[config.mk]
export PLATFORM = sky130hd
export DESIGN_NAME = kv_pkt_gen
export DESIGN_NICKNAME = d
export VERILOG_FILES = /design/src/rtl/kv_pkt_pkg.sv /design/src/rtl/ip_csum16.sv /design/src/rtl/kv_pkt_gen.sv
export SDC_FILE = /design/constraint.sdc
export NUM_CORES = 1
export LEC_CHECK = 0
export ABC_AREA = 1
export BUFFER_PORTS_ARGS = -buffer_cell sky130_fd_sc_hd__buf_4
export CAP_MARGIN = 20
export CORE_ASPECT_RATIO = 0.7
export CORE_MARGIN = 1
export CORE_UTILIZATION = 48
export DETAILED_ROUTE_END_ITERATION = 10
export PLACE_DENSITY = 0.74
export SYNTH_ARGS = -nofsm -noshare
export SYNTH_HDL_FRONTEND = slang
export SYNTH_SLANG_ARGS = --single-unit
[constraint.sdc]
create_clock -name clk156 -period 5.11 [get_ports clk156]
set_input_delay 1.022 -clock clk156 [delete_from_list [all_inputs] [get_ports clk156]]
set_output_delay 1.022 -clock clk156 [all_outputs]
set_load 0.005 [all_outputs]
[src/rtl/kv_pkt_pkg.sv]
// -----------------------------------------------------------------------------
// kv_pkt_pkg
// Shared constants and types for the KV reply packet generator.
//   - Ethernet / IPv4 / UDP header constants for the fixed 60-byte reply frame
//   - Frame geometry on the 64-bit AXI-Stream (beat count, last-beat tkeep)
//   - FSM state type used by kv_pkt_gen
// -----------------------------------------------------------------------------
package kv_pkt_pkg;

    localparam logic [15:0] ETHERTYPE_IPV4 = 16'h0800;
    localparam logic [7:0]  IP_PROTO_UDP   = 8'h11;
    localparam logic [15:0] IP_TOTAL_LEN   = 16'd45;   // 20 IP + 8 UDP + 17 payload
    localparam logic [15:0] UDP_LEN        = 16'd25;   // 8 UDP + 17 payload
    localparam int          FRAME_BEATS    = 8;
    localparam logic [7:0]  LAST_TKEEP     = 8'h0F;    // bytes 56..59 only
    localparam logic [2:0]  LAST_BEAT      = 3'(FRAME_BEATS - 1);

    typedef enum logic [1:0] {
        IDLE = 2'd0,
        CSUM = 2'd1,
        SEND = 2'd2
    } state_t;

endpackage

[src/rtl/ip_csum16.sv]
// -----------------------------------------------------------------------------
// ip_csum16
// Combinational 16-bit ones-complement sum of ten 16-bit words (an IPv4
// header with the checksum field zeroed). The caller inverts the result to
// obtain the header checksum.
// Ports:
//   i_words  in  10x16  header words (order does not matter)
//   o_sum    out 16     ones-complement sum, end-around carry folded twice
// -----------------------------------------------------------------------------
module ip_csum16 (
    input  logic [9:0][15:0] i_words,
    output logic [15:0]      o_sum
);

    logic [19:0] w_acc;
    logic [16:0] w_fold1;
    logic [15:0] w_fold2;

    // Ten 16-bit words fit in 20 bits without overflow.
    always_comb begin
        w_acc = '0;
        for (int i = 0; i < 10; i++) begin
            w_acc = w_acc + {4'h0, i_words[i]};
        end
    end

    // First fold can still produce a carry; after the second fold it cannot
    // (max 0xFFFF + 0xF = 0x1000E -> 0x000E + 1).
    assign w_fold1 = {1'b0, w_acc[15:0]} + {13'h0, w_acc[19:16]};
    assign w_fold2 = w_fold1[15:0] + {15'h0, w_fold1[16]};
    assign o_sum   = w_fold2;

endmodule

[src/rtl/kv_pkt_gen.sv]
// -----------------------------------------------------------------------------
// kv_pkt_gen
// Builds a fixed 60-byte Ethernet/IPv4/UDP reply frame for each KV lookup
// result and streams it to a 10G MAC as 8 beats of 64-bit AXI-Stream.
// Flow: IDLE (accept request) -> CSUM (one cycle, register IPv4 checksum)
//       -> SEND (8 beats, advance on handshake) -> IDLE, ip_id increments.
//
// Ports:
//   clk156, eth_rst_n           clock, asynchronous active-low reset
//   req_valid/req_ready         request handshake from the lookup side
//   req_key[95:0], req_flag[3:0], req_val[31:0]   reply payload
//   m_axis_t*                   MAC TX stream (tuser always 0)
//   tx_frames, tx_stalls        statistics counters
//
// Build option: define KV_PKT_GEN_STATS_EN to enable the saturating
// tx_frames / tx_stalls counters; otherwise both outputs are tied to 0.
// -----------------------------------------------------------------------------
module kv_pkt_gen
    import kv_pkt_pkg::*;
#(
    parameter logic [47:0] SRC_MAC  = 48'h00_11_22_33_44_55,
    parameter logic [47:0] DST_MAC  = 48'hFF_FF_FF_FF_FF_FF,
    parameter logic [31:0] SRC_IP   = 32'hC0A8_0001,
    parameter logic [31:0] DST_IP   = 32'hC0A8_0002,
    parameter logic [15:0] UDP_PORT = 16'd8000
) (
    input  logic        clk156,
    input  logic        eth_rst_n,
    input  logic        req_valid,
    output logic        req_ready,
    input  logic [95:0] req_key,
    input  logic [3:0]  req_flag,
    input  logic [31:0] req_val,
    output logic        m_axis_tvalid,
    input  logic        m_axis_tready,
    output logic [63:0] m_axis_tdata,
    output logic [7:0]  m_axis_tkeep,
    output logic        m_axis_tlast,
    output logic        m_axis_tuser,
    output logic [31:0] tx_frames,
    output logic [31:0] tx_stalls
);

    state_t      r_state;
    state_t      w_state_next;
    logic [95:0] r_key;
    logic [3:0]  r_flag;
    logic [31:0] r_val;
    logic [15:0] r_ip_id;
    logic [15:0] r_csum;
    logic [2:0]  r_beat;
    logic        r_rst_done;

    logic             w_accept;
    logic             w_beat_hs;
    logic             w_last_hs;
    logic [9:0][15:0] w_csum_words;
    logic [15:0]      w_csum_sum;
    logic [511:0]     w_frame;
    logic [8:0]       w_base;
    logic [63:0]      w_beat_word;
    logic [63:0]      w_beat_data;

    assign w_accept  = req_valid && req_ready;
    assign w_beat_hs = m_axis_tvalid && m_axis_tready;
    assign w_last_hs = w_beat_hs && (r_beat == LAST_BEAT);

    // ---------------------------------------------------------------- FSM
    always_ff @(posedge clk156 or negedge eth_rst_n) begin
        if (!eth_rst_n) begin
            r_state <= IDLE;
        end else begin
            r_state <= w_state_next;
        end
    end

    always_comb begin
        w_state_next = r_state;
        case (r_state)
            IDLE:    if (w_accept) w_state_next = CSUM;
            CSUM:    w_state_next = SEND;
            SEND:    if (w_last_hs) w_state_next = IDLE;
            default: w_state_next = IDLE;
        endcase
    end

    // ----------------------------------------------------------- datapath
    always_ff @(posedge clk156 or negedge eth_rst_n) begin
        if (!eth_rst_n) begin
            r_key      <= '0;
            r_flag     <= '0;
            r_val      <= '0;
            r_ip_id    <= '0;
            r_csum     <= '0;
            r_beat     <= '0;
            r_rst_done <= 1'b0;
        end else begin
            // Holds req_ready low for the first cycle out of reset so it is
            // never seen high while the reset is still being applied.
            r_rst_done <= 1'b1;
            if (w_accept) begin
                r_key  <= req_key;
                r_flag <= req_flag;
                r_val  <= req_val;
            end
            if (r_state == CSUM) begin
                r_csum <= ~w_csum_sum;
                r_beat <= '0;
            end
            if (w_beat_hs) begin
                r_beat <= r_beat + 3'd1;
                if (r_beat == LAST_BEAT) begin
                    r_ip_id <= r_ip_id + 16'd1;
                end
            end
        end
    end

    // -------------------------------------------------- IPv4 header checksum
    assign w_csum_words = {
        {8'h45, 8'h00}, IP_TOTAL_LEN, r_ip_id, 16'h4000,
        {8'h40, IP_PROTO_UDP}, 16'h0000,
        SRC_IP[31:16], SRC_IP[15:0], DST_IP[31:16], DST_IP[15:0]
    };

    ip_csum16 u_csum (
        .i_words (w_csum_words),
        .o_sum   (w_csum_sum)
    );

    // --------------------------------------------------------- frame image
    // Frame byte 0 sits in the top byte of w_frame; four zero bytes pad the
    // 60-byte frame to a whole number of 8-byte beats.
    assign w_frame = {
        DST_MAC, SRC_MAC, ETHERTYPE_IPV4,
        8'h45, 8'h00, IP_TOTAL_LEN, r_ip_id, 16'h4000,
        8'h40, IP_PROTO_UDP, r_csum, SRC_IP, DST_IP,
        UDP_PORT, UDP_PORT, UDP_LEN, 16'h0000,
        {4'h0, r_flag}, r_key, r_val, 8'h00,
        32'h0000_0000
    };

    assign w_base      = 9'd511 - {r_beat, 6'd0};
    assign w_beat_word = w_frame[w_base -: 64];

    // First frame byte of the beat goes to AXIS lane 0 (tdata[7:0]).
    generate
        for (genvar gi = 0; gi < 8; gi++) begin : g_lane
            assign w_beat_data[8*gi +: 8] = w_beat_word[63-8*gi -: 8];
        end
    endgenerate

    // ------------------------------------------------------------- outputs
    // Outputs depend only on registered state, so they stay stable while a
    // beat is stalled on tready.
    assign req_ready     = (r_state == IDLE) && r_rst_done;
    assign m_axis_tvalid = (r_state == SEND);
    assign m_axis_tdata  = (r_state == SEND) ? w_beat_data : 64'h0;
    assign m_axis_tkeep  = (r_state != SEND)     ? 8'h00 :
                           (r_beat == LAST_BEAT) ? LAST_TKEEP : 8'hFF;
    assign m_axis_tlast  = (r_state == SEND) && (r_beat == LAST_BEAT);
    assign m_axis_tuser  = 1'b0;

    // ---------------------------------------------------------- statistics
`ifdef KV_PKT_GEN_STATS_EN
    logic [31:0] r_tx_frames;
    logic [31:0] r_tx_stalls;

    always_ff @(posedge clk156 or negedge eth_rst_n) begin
        if (!eth_rst_n) begin
            r_tx_frames <= '0;
            r_tx_stalls <= '0;
        end else begin
            if (w_last_hs && (r_tx_frames != 32'hFFFF_FFFF)) begin
                r_tx_frames <= r_tx_frames + 32'd1;
            end
            if (m_axis_tvalid && !m_axis_tready && (r_tx_stalls != 32'hFFFF_FFFF)) begin
                r_tx_stalls <= r_tx_stalls + 32'd1;
            end
        end
    end

    assign tx_frames = r_tx_frames;
    assign tx_stalls = r_tx_stalls;
`else
    assign tx_frames = 32'h0;
    assign tx_stalls = 32'h0;
`endif

endmodule

# After elaboration in Yosys (flattened, before gate mapping)
# Cells that the tools add are included.
# op_classes
add_sub_neg	8
eq_ne	6
n_shift	1
mux	8
bitwise_logic	1
reduce_logical	9
# ops
op	count
variable part select 575 x 10 -> 64 bit	1
2-to-1 mux 64 bit	1
adder 20 x 15 -> 20 bit, second input constant	1
adder 20 x 6 -> 20 bit, second input constant	1
adder 18 x 16 -> 19 bit, first input constant	1
adder 16 x 4 -> 17 bit	1
adder 16 x 1 -> 16 bit	1
adder 16 x 1 -> 16 bit, second input constant	1
2-to-1 mux 8 bit	2
inverter 16 bit	1
subtractor 9 bit, first input constant	1
2-to-1 mux 3 bit	2
case mux 2 bit (3 select lines)	1
logical AND 1 bit	5
2-to-1 mux 2 bit	2
inequality test 2 bit, second input constant	2
AND reduction 2 bit	2
adder 3 x 1 -> 3 bit, second input constant	1
== test 3 bit, second input constant	1
== test 2 x 1 -> 1 bit, second input constant	1
== test 2 bit, second input constant	1
logical NOT 2 bit	1
inequality test 2 x 1 -> 1 bit, second input constant	1
nonzero test 2 bit	1
# totals
reg_bits	170
in_bits	136
out_inout_bits	140
word_cells	41

# Depth between registers and ports, before layout
# depth
depth_word	6
mapped_depth	43
ltp_nobuf	43

# By module
# A second synthesis with hierarchy kept.
# hier_totals
hier_cells	1786
area_unflattened_um2	13858.3
# modules_own_cells
module	n_inst	cells_each	area_per_inst_um2	seq_area_each_um2
kv_pkt_gen	1	1150	8715.9	4254.1
ip_csum16	1	636	5142.4	0.0

# Worst setup path after synthesis
# Ideal clock, no wire load.
# synth_path
path_type	reg2reg
from	register r_ip_id[3]
to	register r_csum[15]
setup_ps	117
t_arrival_ps	4661
required_time_ps	4993
setup_slack_ps	332
path_stages_with_launch	43
path_buffers	0
synth_period_minus_slack_ps	4778
path_cell_list	dfrtp_1 ha_1 nand2_4 nand2_2 nand2_2 nand2_2 nand2_1 nand2_1 nand2_1 nor2_2 nand3_1 nand3_1 a32o_1 ha_1 fa_1 nand2_1 nand2_1 nand2_1 [7 not listed] nand4_1 nor2_1 ha_1 nand2_1 nor2_1 nand3_1 nor2_2 nand2_2 nor2_4 nand2_2 nor2_4 nand2_2 nor2_4 inv_2 nor2_4 nand3_1 nand3_1 nand2_1
# synth_via
elab_chain_cells	6
# synth_rtl
item	line_no	source
start, declared	kv_pkt_gen.sv:49	logic [15:0] r_ip_id;
start signal, assigned	kv_pkt_gen.sv:113	r_ip_id <= r_ip_id + 16'd1;
adder 18 x 16 -> 19 bit	ip_csum16.sv:23	w_acc = w_acc + {4'h0, i_words[i]};
adder 20 x 6 -> 20 bit	ip_csum16.sv:23	
adder 20 x 15 -> 20 bit	ip_csum16.sv:23	
adder 16 x 4 -> 17 bit	ip_csum16.sv:29	assign w_fold1 = {1'b0, w_acc[15:0]} + {13'h0, w_acc[19:16]};
adder 16 x 1 -> 16 bit	ip_csum16.sv:30	assign w_fold2 = w_fold1[15:0] + {15'h0, w_fold1[16]};
inverter 16 bit	kv_pkt_gen.sv:107	r_csum <= ~w_csum_sum;
end signal, assigned	kv_pkt_gen.sv:107	
end, declared	kv_pkt_gen.sv:50	logic [15:0] r_csum;
# No other way between the ends.
# A chain may end at the register's enable or synchronous reset.

# Final worst setup path
# layout_path
from	register r_ip_id[2]
to	register r_csum[14]
# Same word-level chain as after synthesis.

==> metrics.cfg <==
[floorplan]
die_w_um=175
io_pins=276
start_util_pct=49.8
fp.dieH_um=123
rows=43
core_area_mm2=0.0201
die-area_mm2=0.0215

[setup_path]
reg2reg_depth=42
reg2reg_slack_ns=0.15
start_kind=flop
reg2reg_to=r_csum[14]
cp_slowest_stage_delay_ns=0.41
r2r-start=r_ip_id[2]
slowest_stage=dfrtp_1
endpoint_kind=flop
worst_ep_arrival_time_ns=5.28
required_ns=5.43
path_class=reg2reg
crit_path_max_fanout=7
cpMostUsedCell=nand2_2

[yosys]
synth_edf_count=0
synth_area_mm2=0.0100
ys_seq_area_share_pct=42.4
syn_area_per_cell_um2=7.43
synthArstFlopShare_pct=100
synthCells=1350
ys_types=50
synth.ff_latch_count=170
synth_ff_type=dfrtp_1
yosysWarnings=0

[clocking]
cts.sinks=170
cts_tree=done
cts_root_buffer=clkbuf_16
htreeDepth=4
clock_latency_ns=0.43
cts_buffers=17
path_clk_slew_ns=0.07
clockBufferDepth=2

[outcome]
status=complete, no violations

[timing]
fin_hold_ws_ns=0.467
setup_violations=0
slew_headroom_pct=41.0
worst_clock_skew_ns=0.0115
tns_ns=0
maxSlewViolCount=0
hold_violations=0
max_freq_ghz=0.202
tightest_slew_ns=0.885
setup_slack_ns=0.154
grt_setup_unrepaired=true
finalCritPeriodShare_pct=97.0
finalCriticalPeriod_ns=4.96

[global_route]
grt_remaining_overflow=0
grt_max_degree=89
antenna_found_initial=0
grt_usage_pct=28.4
grt_pass1_wl_mm=47.2
grt_pass1_vias=9008

[pwr]
powerDensity_mw_per_mm2=557
ir_drop_mv=0.283
power_mw=7.04
p_leak_nw=6.77

[placed_design]
io_buffers=210
dp_slack_ns=-0.0873
post-dp-hpwl_mm=21.3
globalplace.congestion=0.930

[layout]
final_core_util_pct=62.8
antennaDiodeCount=0
num-fill-cells=1872
num-nets-final=1709
area.sequential_mm2=0.00426
multi_input_area_mm2=0.00515
syn2layout_area_growth_pct=26.0
drive_gt1_share_pct=26.5

[detailed_routing]
ant_nets=0
routedWlPerCell_um=16.5
drtIter0Drc=933
drc_errors=0
via_per_inst=5.29
drtPass1Iterations=6
wirelength_mm=30.4
via_count=9737

[run]
max-cap-violations=0

[min_path]
holdPathEnd=r_ip_id[14]
whs_path_depth=1
worstHoldStart=r_ip_id[14]
hold_path.class=reg2reg

==> repair_timing <==
item	CTS	global route
setup endpoints to repair	3	8
setup buffers	1	27
resized for setup	3	55
pin swaps	1	21
hold buffers	0	0
==> critical path, delay by kind of cell, from the launching register on <==
kind	cells	cell delay (ns)
AND/OR/NAND/NOR	36	3.50
adder cells (fa/ha/maj)	4	0.72
flip-flops	1	0.41
AO/OA/AOI/OAI	1	0.15
buffers and inverters	1	0.06
==> cell families (layout without fill, tap and decap cells) <==
| group | count (synthesis) | in the layout | share of synthesized area, % |
|---|---|---|---|
| AO/OA/AOI/OAI | 149 | 149 | 10.1 |
| other | 2 | 69 | 0.0749 |
| buffers and inverters | 217 | 372 | 11.0 |
| flip-flops | 170 | 170 | 42.4 |
| AND/OR/NAND/NOR | 780 | 780 | 33.0 |
| adder cells (fa/ha/maj) | 14 | 14 | 1.82 |
| XOR/XNOR | 18 | 18 | 1.65 |
==> flip-flops by register name, indices dropped and copies added (netlist names) <==
signal,cells
r_csum,16
r_val,32
r_key,96
r_state,2
r_beat,3
r_rst_done,1
r_ip_id,16
r_flag,4
==> worst max-delay path by stage <==
stage | startpoint | endpoint | slack, ns | cells after the start
6_report | r_ip_id[2] | r_csum[14] | 0.15 | 42
5_1_grt | r_ip_id[2] | r_csum[14] | -0.14 | 43
4_1_cts | r_ip_id[2] | r_csum[15] | 0.008 | 42
3_5_place_dp | r_ip_id[2] | r_csum[15] | -0.09 | 41
3_3_place_gp | r_ip_id[2] | r_csum[15] | 0.11 | 42
2_1_floorplan | r_ip_id[3] | r_csum[15] | 0.33 | 42
==> synth_stat cells, drive strengths merged, types with 2 or more instances <==
library cell / instances / share of area [%]
a2111oi: 2 / 0.17
a21oi: 45 / 2.2
a221o: 15 / 1.5
a221oi: 25 / 2.2
a22oi: 9 / 0.67
a31oi: 9 / 0.56
buf: 79 / 5.8
clkbuf: 56 / 2.1
clkinv: 3 / 0.12
conb: 2 / 0.075
dfrtp: 170 / 42
ha: 13 / 1.6
inv: 79 / 3.0
nand2: 594 / 24
nand3: 59 / 3.0
nand4: 8 / 0.50
nor2: 84 / 4.0
nor3: 28 / 1.4
nor4: 2 / 0.12
o2111ai: 2 / 0.17
o211ai: 2 / 0.15
o21ai: 26 / 1.3
o22ai: 6 / 0.37
o311ai: 2 / 0.17
or2: 3 / 0.19
xnor2: 2 / 0.17
xor2: 16 / 1.5
==> area by class of cell <==
class,instances,share of cell area [%]
tap,270,2.67
clock inverter,13,1.45
multi-input combinational,1030,40.7
clock buffer,19,3.43
timing repair buffer,258,15.5
inverter,82,2.47
sequential,170,33.7
==> stage by stage <==
step / area (um^2) / cells
2_1_floorplan: 10300 / 1417
3_3_place_gp: 11600 / 1782
3_5_place_dp: 11600 / 1782
4_1_cts: 12200 / 1815
5_1_grt: 12600 / 1842
6_report: 12600 / 1842
==> report_power, final <==
group / total (mW) / internal (mW) / switching [mW]
Sequential: 2.33 / 1.92 / 0.411
Combinational: 3.33 / 1.34 / 2.00
Clock: 1.38 / 0.787 / 0.590
Total: 7.04 / 4.04 / 3.00
==> placed cells by master, fill, tap and decap left out, types with 25 or more instances in the layout <==
cell type	synthesis	final
a21oi_1	45	45
nand3_1	57	49
a221oi_1	25	25
nor3_1	27	26
dfrtp_1	170	166
conb_1	2	69
nand2_1	550	536
nand2_2	40	46
buf_4	73	253
inv_1	65	63
nor2_1	67	60
==> per-layer routing <==
metal	wire, um	GRT usage (%)	part of all wire, %
met5	0	0	0
met4	543	7.66	1.8
met3	2820	6.92	9.3
met2	13100	42.6	43
met1	13900	40.9	46
No activity file was read; power rests on OpenSTA's default activity.
